**config.mk**
```make
export PLATFORM = sky130hd
export DESIGN_NAME = key_debounce
export DESIGN_NICKNAME = d
export VERILOG_FILES = /design/src/rtl/key_debounce_pkg.sv /design/src/rtl/sync_2ff.sv /design/src/rtl/key_debounce.sv
export SDC_FILE = /design/constraint.sdc
export NUM_CORES = 1
export LEC_CHECK = 0
export ABC_AREA = 1
export BUFFER_PORTS_ARGS = -buffer_cell sky130_fd_sc_hd__buf_2
export CORE_MARGIN = 5
export CORE_UTILIZATION = 40
export CTS_BUF_LIST = sky130_fd_sc_hd__clkbuf_16
export DETAILED_ROUTE_END_ITERATION = 16
export PLACE_DENSITY = 0.64
export SYNTH_ARGS = -nofsm -noshare
export SYNTH_HDL_FRONTEND = slang
export SYNTH_SLANG_ARGS = --single-unit
```
**constraint.sdc**
```tcl
create_clock -name sys_clk -period 1.8 [get_ports sys_clk]
set_clock_uncertainty 0.05 [all_clocks]
set_input_delay 0.09 -clock sys_clk [delete_from_list [all_inputs] [get_ports sys_clk]]
set_output_delay 0.09 -clock sys_clk [all_outputs]
set_load 0.05 [all_outputs]
```
**src/rtl/key_debounce_pkg.sv**
```systemverilog
// Shared key-filter definitions: FSM state encoding and
// default filter lengths, reused by future multi-key blocks.
package key_debounce_pkg;

  typedef enum logic [1:0] {
    IDLE       = 2'd0,
    PRESS_FILT = 2'd1,
    DOWN       = 2'd2,
    REL_FILT   = 2'd3
  } key_state_t;

  localparam int unsigned CNT_20MS_50M = 999_999;
  localparam int unsigned CNT_SIM      = 19;

endpackage

```
**src/rtl/sync_2ff.sv**
```systemverilog
// Generic two-flop synchroniser for a single async bit.
// Both flops reset to RST_VAL so the output is quiet after reset.
module sync_2ff #(
  parameter logic RST_VAL = 1'b0
) (
  input  logic clk,
  input  logic rst_n,
  input  logic d,
  output logic q
);

  logic meta;

  // two-stage capture of the asynchronous input
  always_ff @(posedge clk or negedge rst_n) begin
    if (!rst_n) begin
      meta <= RST_VAL;
      q    <= RST_VAL;
    end else begin
      meta <= d;
      q    <= meta;
    end
  end

endmodule

```
**src/rtl/key_debounce.sv**
```systemverilog
// Push-button debouncer: sync, bounce filter, level + press strobe.
// Define KEY_DEBOUNCE_RELEASE_EN to add the key_release strobe port.
module key_debounce
  import key_debounce_pkg::*;
#(
  parameter int unsigned CNT_MAX  = CNT_20MS_50M,
  parameter logic        KEY_IDLE = 1'b1
) (
  input  logic sys_clk,
  input  logic sys_rest_n,
  input  logic key_in,
`ifdef KEY_DEBOUNCE_RELEASE_EN
  output logic key_release,
`endif
  output logic key_pressed,
  output logic key_flag
);

  localparam int CW = $clog2(CNT_MAX + 1);
  localparam logic [CW-1:0] CNT_LAST = CW'(CNT_MAX - 1);

  key_state_t    state;
  logic [CW-1:0] cnt;
  logic          key_s;
  logic          key_act;

  sync_2ff #(
    .RST_VAL (KEY_IDLE)
  ) u_sync (
    .clk   (sys_clk),
    .rst_n (sys_rest_n),
    .d     (key_in),
    .q     (key_s)
  );

  assign key_act = (key_s != KEY_IDLE);

  // filter FSM with stability counter and registered strobes
  always_ff @(posedge sys_clk or negedge sys_rest_n) begin
    if (!sys_rest_n) begin
      state       <= IDLE;
      cnt         <= '0;
      key_pressed <= 1'b0;
      key_flag    <= 1'b0;
`ifdef KEY_DEBOUNCE_RELEASE_EN
      key_release <= 1'b0;
`endif
    end else begin
      key_flag <= 1'b0;
`ifdef KEY_DEBOUNCE_RELEASE_EN
      key_release <= 1'b0;
`endif
      unique case (state)
        IDLE: begin
          if (key_act) begin
            state <= PRESS_FILT;
            cnt   <= '0;
          end
        end
        PRESS_FILT: begin
          if (!key_act) begin
            state <= IDLE;
            cnt   <= '0;
          end else if (cnt == CNT_LAST) begin
            state       <= DOWN;
            cnt         <= '0;
            key_pressed <= 1'b1;
            key_flag    <= 1'b1;
          end else begin
            cnt <= cnt + 1'b1;
          end
        end
        DOWN: begin
          if (!key_act) begin
            state <= REL_FILT;
            cnt   <= '0;
          end
        end
        REL_FILT: begin
          if (key_act) begin
            state <= DOWN;
            cnt   <= '0;
          end else if (cnt == CNT_LAST) begin
            state       <= IDLE;
            cnt         <= '0;
            key_pressed <= 1'b0;
`ifdef KEY_DEBOUNCE_RELEASE_EN
            key_release <= 1'b1;
`endif
          end else begin
            cnt <= cnt + 1'b1;
          end
        end
        default: begin
          state <= IDLE;
          cnt   <= '0;
        end
      endcase
    end
  end

endmodule

```
Word level (Yosys, flattened, before mapping). Cells that the tools add are included.

Output and inout port bits: 2. Bits in registers: 26. Input bits: 3.

Reduce and logical (&&, ||, !) cells: 5. Add/subtract/negate cells: 1. Muxes and demuxes: 21. Eq/ne operators: 12.

Operator list (count): 20-bit two-way mux (5); 20-bit case mux with 4 select lines (1); 20-bit by 1-bit adder with 20-bit output, second input constant (1); 20-bit equality test, second input constant (1); 2-bit two-way mux (6); 2-bit inequality test, second input constant (4); 2-bit case mux with 4 select lines (1); 1-bit two-way mux (7); 5-bit AND reduction (1); 2-bit equality test, second input constant (2); 2-bit by 1-bit inequality test with 1-bit output, second input constant (2); 4-bit AND reduction (1); 3-bit by 2-bit inequality test with 1-bit output, second input constant (1); 3-bit inequality test, second input constant (1); 2-bit by 1-bit equality test with 1-bit output, second input constant (1); 2-bit zero test (1); 1-bit case mux with 2 select lines (1); 2-bit AND reduction (1); 2-bit nonzero test (1).

Depth between registers and ports, before layout. Gate-level depths: netlist of run 1.

Word-level depth: 4. Mapped depth: 10. Gate-level depth less buffers: 10.

Cells and area by module. From an unflattened synthesis of run 1, not the netlist that was laid out.

Cells, all modules: 201. Area total of the unflattened synthesis: 1707.9 um^2.

By module, submodules not included: key_debounce (cells each 199, area an instance 1655.3 um^2, instances 1); sync_2ff (cells each 2, area an instance 52.6 um^2, instances 1).

Worst setup path after synthesis of run 1. OpenSTA, ideal clock, no wires.

Kind: reg2reg. Start point: register cnt[0]. End point: register cnt[6]. Clock period less this slack: 1.487 ns. Setup slack: 0.313 ns. Stages on the path, launching flop included: 11. Required time: 1.631 ns. Buffers on the path: 1. Arrival time: 1.318 ns. Path through: dfrtp_1 > inv_1 > ha_1 > nand2_1 > nor3_2 > nand3_4 > nand2_4 > nand2_4 > clkinv_4 > buf_12 > nor2_2.

Longest elaborated chain between the ends: 4.

RTL lines: start: declaration (line key_debounce.sv:23) `logic [CW-1:0] cnt;`; start signal: assignment (line key_debounce.sv:70) `cnt <= cnt + 1'b1;`; start signal: assignment (line key_debounce.sv:91) `cnt <= cnt + 1'b1;`; 20-bit by 1-bit adder with 20-bit output or 20-bit equality test (tied branches); 20-bit two-way mux * (line key_debounce.sv:64, key_debounce.sv:83); 20-bit two-way mux (on tied branches) (line key_debounce.sv:80, key_debounce.sv:61); 20-bit case mux with 4 select lines * (line key_debounce.sv:53) `unique case (state)`.

Mark *: on every way between the ends. The rest lies on a longest branch, timed or not. A chain may end at the register's enable or synchronous reset.

Worst setup path in the final report of run 1.
Start point: register cnt[0]. End point: register cnt[12].

Same word-level chain as after synthesis.

==> flow_summary.ini, run 1 <==
[critical_path]
arrival_ps = 1710
critPathRequiredTime_ps = 1900
slowest_delay_ps = 420
setup.worst_path.start_class = flip-flop
worstPathCellList = inv_1, ha_1, nand2_1, nor3_2, nand3_4, nand2_4, nand2_4, clkinv_4, a21oi_1
crit_type = flip-flop to flip-flop
slowest_stage = dfrtp_1
cp_max_fo = 11
end_kind = flip-flop
critPathMostFrequentCell = nand2_4

[finish]
nets = 210
diodes = 0
layout_common_cells = nand2_1, dfrtp_1, inv_1
syn_to_final_growth_pct = 9.98
final_common_cell = nand2_1
n_fill_cell = 409
drive_gt1_share_pct = 26.5

[placed_design]
io_buffers = 4
place.gp.congestion = 0.784
dp_hpwl_mm = 2.30
dpl_worst_slack_ps = 186

[synthesis]
syn_area_sq_mm = 0.00162
yosysTopAreaCell = dfrtp_1
ys_ff_latch = 26
seq_area_frac_synth_pct = 40.4
synth_edf_count = 0
yosysUniqueCellTypes = 31
syn_avg_cell_area_sq_um = 8.30
yosys-top-cells-area = dfrtp_1, nand2_1, nor2_2
synth_nets = 200
synthArstFlopShare_pct = 100
ys_warn_count = 0
netlist.area_leader.share_pct = 37.1
syn_inst = 195
yosys_most_used_dff = dfrtp_1

[global_route]
grt_pass1_wl_mm = 5.52
grt_max_degree = 27
grt_usage_pct = 13.2
gr-total-overflow = 0
grt_antenna_before_repair = 0
grt_pass1_vias = 1248

[power]
p_seq_share_pct = 41.3
p_switching_mw = 0.589
power_density_mw_per_mm2 = 923
clockPowerShare_pct = 30.6
comb_power_share_pct = 28.1
switching_share_pct = 35.9
p_total_mw = 1.64
internal-power_mw = 1.05
ir_drop_mv = 0.460
power_leakage_nw = 0.779

[drt]
wl_per_cell_microns = 11.8
vias = 1216
antenna_left = 0
routed_wl_mm = 2.99
drc_errors = 0
via_per_inst = 4.79
firstDrtPassIters = 4
drt_iter0_markers = 57

[min_path]
hp-class = input port to async pin

[job]
maxCapViolations = 0

[sta]
tns_ps = 0
fmax_mhz = 624
fin_hold_ws_ps = 307
layout_worst_path_cycle_share_pct = 89.1
finalHoldViolations = 0
finalMaxSlewViolations = 0
slew_headroom_pct = 60.7
setup_viol = 0
rsz0062_at_grt = no
finalCriticalPeriod_ps = 1600
setup_ws_ps = 197
tightest_slew_ps = 589

[cts]
clk_path_buf_depth = 2
insertion_delay_ps = 260
cts-resized-gates = 0
htreeDepth = 1
cts_tree = yes
clock-sinks = 26
cts_buffers = 3
root_buffer = clkbuf_16
clk_pin_slew_ps = 70

[floorplan]
fp.dieH_microns = 73.6
rows = 23
io_pins = 5
start_util_pct = 40.7
die_area_sq_mm = 0.00542
core_region_area_sq_mm = 0.00397
die_w_microns = 73.6

[outcome]
status = complete, no violations
worst max-delay path, delay by kind of cell (launching register included):
kind            cells  cell delay, ps
simple gates        5             580
flops               1             420
compound gates      1              60
buf+inv             2             190
fa+ha+maj           1             190
final cells by class:
cell class	count	area, sq um	share of cell area [%]
multi-input cells	141	836	47.0
flip-flops and latches	26	653	36.7
inverters	27	109	6.12
clock buffers	3	75.1	4.22
well taps	50	62.6	3.52
repair buffers	6	40.0	2.25
clock inverters	1	3.75	0.211
final timing paths:
check	depth (start not counted)	slack, ps	endpoint	startpoint
max in group asynchronous	2	1000	cnt[1]$_DFFE_PN0P_	sys_rest_n
worst min-delay path	2	310	cnt[12]$_DFFE_PN0P_	sys_rest_n
worst max-delay path	9	200	cnt[12]$_DFFE_PN0P_	cnt[0]$_DFFE_PN0P_
min in group sys_clk	0	310	u_sync.q$_DFF_PN1_	u_sync.meta$_DFF_PN1_
worst min register to register	0	310	u_sync.q$_DFF_PN1_	u_sync.meta$_DFF_PN1_
worst max register to register	9	200	cnt[12]$_DFFE_PN0P_	cnt[0]$_DFFE_PN0P_
power groups by stage:
stage	Combinational [mW]	Sequential, mW	Clock (mW)
2_1_floorplan	0.439	0.682	0
3_3_place_gp	0.463	0.688	0
3_5_place_dp	0.466	0.690	0
4_1_cts	0.470	0.678	0.513
5_1_grt	0.520	0.686	0.536
6_report	0.461	0.678	0.502
metal layers:
metal	track usage, %	up-vias	share of wire (%)
met5	0	-	0
met4	7.24	0	2.9
met3	1.23	5	1.3
met2	21.1	15	47
met1	17.5	563	49
li1	-	633	-
sequential cells by signal, summed over array words and instances, names as in the netlist, named ones only:
register	flops
key_flag	1
state	1
u_sync.q	1
key_pressed	1
u_sync.meta	1
cnt	20
per-stage QoR:
stage | cells | area (sq um) | util (%)
after CTS | 254 | 1780 | 44.8
after global routing | 254 | 1780 | 44.8
after floorplan | 195 | 1620 | -
after detailed placement | 248 | 1680 | 42.3
final | 254 | 1780 | 44.8
after global placement | 248 | 1680 | 42.3
cells in the mapped netlist, types with 4 or more instances:
library cell	instances
nor2_1	14
nand2_2	5
nand2_1	46
dfrtp_1	24
inv_1	16
nor2_2	14
inv_2	8
xor2_1	5
nand3_1	12
a21oi_1	4
nand4_1	6
o21ai_0	7
nand2_4	4
cell families (layout without fill, tap and decap cells):
group	count (synthesis)	after routing	share of synthesized area (%)
flops	26	26	40.4
simple gates	117	117	41.2
compound gates	14	14	4.56
fa+ha+maj	2	2	1.55
xor+xnor	8	8	4.33
buf+inv	28	37	7.97
timing repair:
action,CTS,global route
endpoints found under the setup margin,0,0
hold buffers,2,0
endpoints found under the hold margin,25,0
buffers inserted,0,0
(Power assumes the default switching activity.)
==> run 2, diff against run 1 <==
Settings changed: REMOVE_ABC_BUFFERS set to 1.
==> run 2 against run 1 <==
  * Clock power down 2%
  * Final cell count unchanged
  * Worst setup slack worse by 57 ps
  * Critical path type unchanged
  * Power up 0.21%
  * First-iteration DRC count up 79%
  * Highest routed layer unchanged
  * Largest power group unchanged
==> flow_summary.ini, run 2 (synthesis results as in run 1) <==
[placed_design]
dp.cells = 248
io_buffers = 4
dp_hpwl_mm = 2.36
place.gp.congestion = 0.766

[global_route]
grt_max_degree = 27
grt_antenna_before_repair = 0
grt_pass1_vias = 1183
gr-total-overflow = 0
grt_usage_pct = 12.8
grt_pass1_wl_mm = 5.42

[finish]
nets = 210
final_common_cell = nand2_1
fin_cells = 254
syn_to_final_growth_pct = 9.98
top_register = cnt
layout_common_cells = nand2_1, dfrtp_1, inv_1
diodes = 0
drive_gt1_share_pct = 26.5
largest_reg_flops = 20

[min_path]
hp-class = input port to async pin

[job]
maxCapViolations = 0

[cts]
cts_buffers = 3
clk_path_buf_depth = 2
clock-sinks = 26
insertion_delay_ps = 260
htreeDepth = 1
root_buffer = clkbuf_16
clk_pin_slew_ps = 70
cts_tree = yes

[critical_path]
critPathMostFrequentCell = nand2_4
rr_endpoint = cnt[12]$_DFFE_PN0P_
cp_top_family = simple AND/OR/NAND/NOR gates
arrival_ps = 1760
startpoint = cnt[0]$_DFFE_PN0P_
regToRegSetupSlack_ps = 140
end_kind = flip-flop
setup.worst_path.start_class = flip-flop
worstPathCellList = inv_1, ha_1, nand2_1, nor3_2, nand3_4, nand2_4, nand2_4, clkinv_4, a21oi_1
timing.rr.start = cnt[0]$_DFFE_PN0P_
cp_max_fo = 11
crit_type = flip-flop to flip-flop
rr_worst_depth = 9
slowest_stage = dfrtp_1
cp_num_buf_inv = 2
slowest_delay_ps = 420
critPathRequiredTime_ps = 1900

[drt]
antenna_left = 0
routed_wl_mm = 3.04
wl_per_cell_microns = 12.0
firstDrtPassIters = 4
drt_iter0_markers = 102
highest_layer = met4
met3_length_microns = 69
via_per_inst = 4.84
met2WireLength_mm = 1.38
wl_met1_mm = 1.54
drc_errors = 0
vias = 1230

[floorplan]
fp.dieH_microns = 73.6
start_util_pct = 40.7
rows = 23
io_pins = 5
core_region_area_sq_mm = 0.00397
die_w_microns = 73.6
die_area_sq_mm = 0.00542

[power]
ir_drop_mv = 0.469
power_leakage_nw = 0.783
power_density_mw_per_mm2 = 925

[outcome]
status = complete, no violations

[sta]
layout_worst_path_cycle_share_pct = 92.2
slew_headroom_pct = 61.8
tns_ps = 0
rsz0062_at_grt = no
tightest_slew_ps = 574
finalHoldViolations = 0
finalMaxSlewViolations = 0
finalCriticalPeriod_ps = 1660
setup_viol = 0
fmax_mhz = 602
-- run 2: worst reg2reg max path: stages (launching register included) --
cell and delay [ps]:
dfrtp_1 420, inv_1 80, ha_1 200, nand2_1 80, nor3_2 200, nand3_4 130, nand2_4 120, nand2_4 80
clkinv_4 130, a21oi_1 60
-- run 2: worst max path at each step --
stage	endpoint	cells after the start
after floorplan	cnt[16]$_DFFE_PN0P_	10
after global placement	cnt[12]$_DFFE_PN0P_	9
after detailed placement	cnt[12]$_DFFE_PN0P_	9
after CTS	cnt[12]$_DFFE_PN0P_	9
after global routing	cnt[12]$_DFFE_PN0P_	9
final	cnt[12]$_DFFE_PN0P_	9
-- run 2: stage by stage --
step	hold slack (ps)	worst slack [ps]	utilization [%]	total power, mW	instance area, sq um
5_1_grt	308	36.2	44.8	1.75	1780
3_3_place_gp	67.8	135	42.3	1.16	1680
6_report	305	140	44.8	1.65	1780
2_1_floorplan	-256	363	-	1.05	1600
4_1_cts	306	118	44.8	1.68	1780
3_5_place_dp	81.3	121	42.3	1.17	1680
-- run 2: timing repair --
| action | 4_1_cts | 5_1_grt |
|---|---|---|
| endpoints found under the hold margin | 25 | 0 |
| buffers inserted | 0 | 0 |
| hold buffers | 2 | 0 |
| resized for setup | 0 | 0 |
-- run 2: final cells by class --
cell class	instances	area, sq um
clock buffer	3	75.1
clock inverter	1	3.75
fill	400	2190
inverter	27	109
multi-input combinational	141	836
sequential	26	653
tap	50	62.6
timing repair buffer	6	40.0
-- run 2: power breakdown --
group	leakage, nW	internal (mW)	total [mW]	switching [mW]
logic	0.389	0.123	0.473	0.350
registers	0.351	0.632	0.680	0.0481
clock network	0.0423	0.297	0.492	0.195
-- run 2: layer usage --
layer	vias to the layer above	track usage, %
met1	572	17.8
li1	632	-
met3	4	1.23
met2	22	20.4
met4	0	4.83
met5	-	0
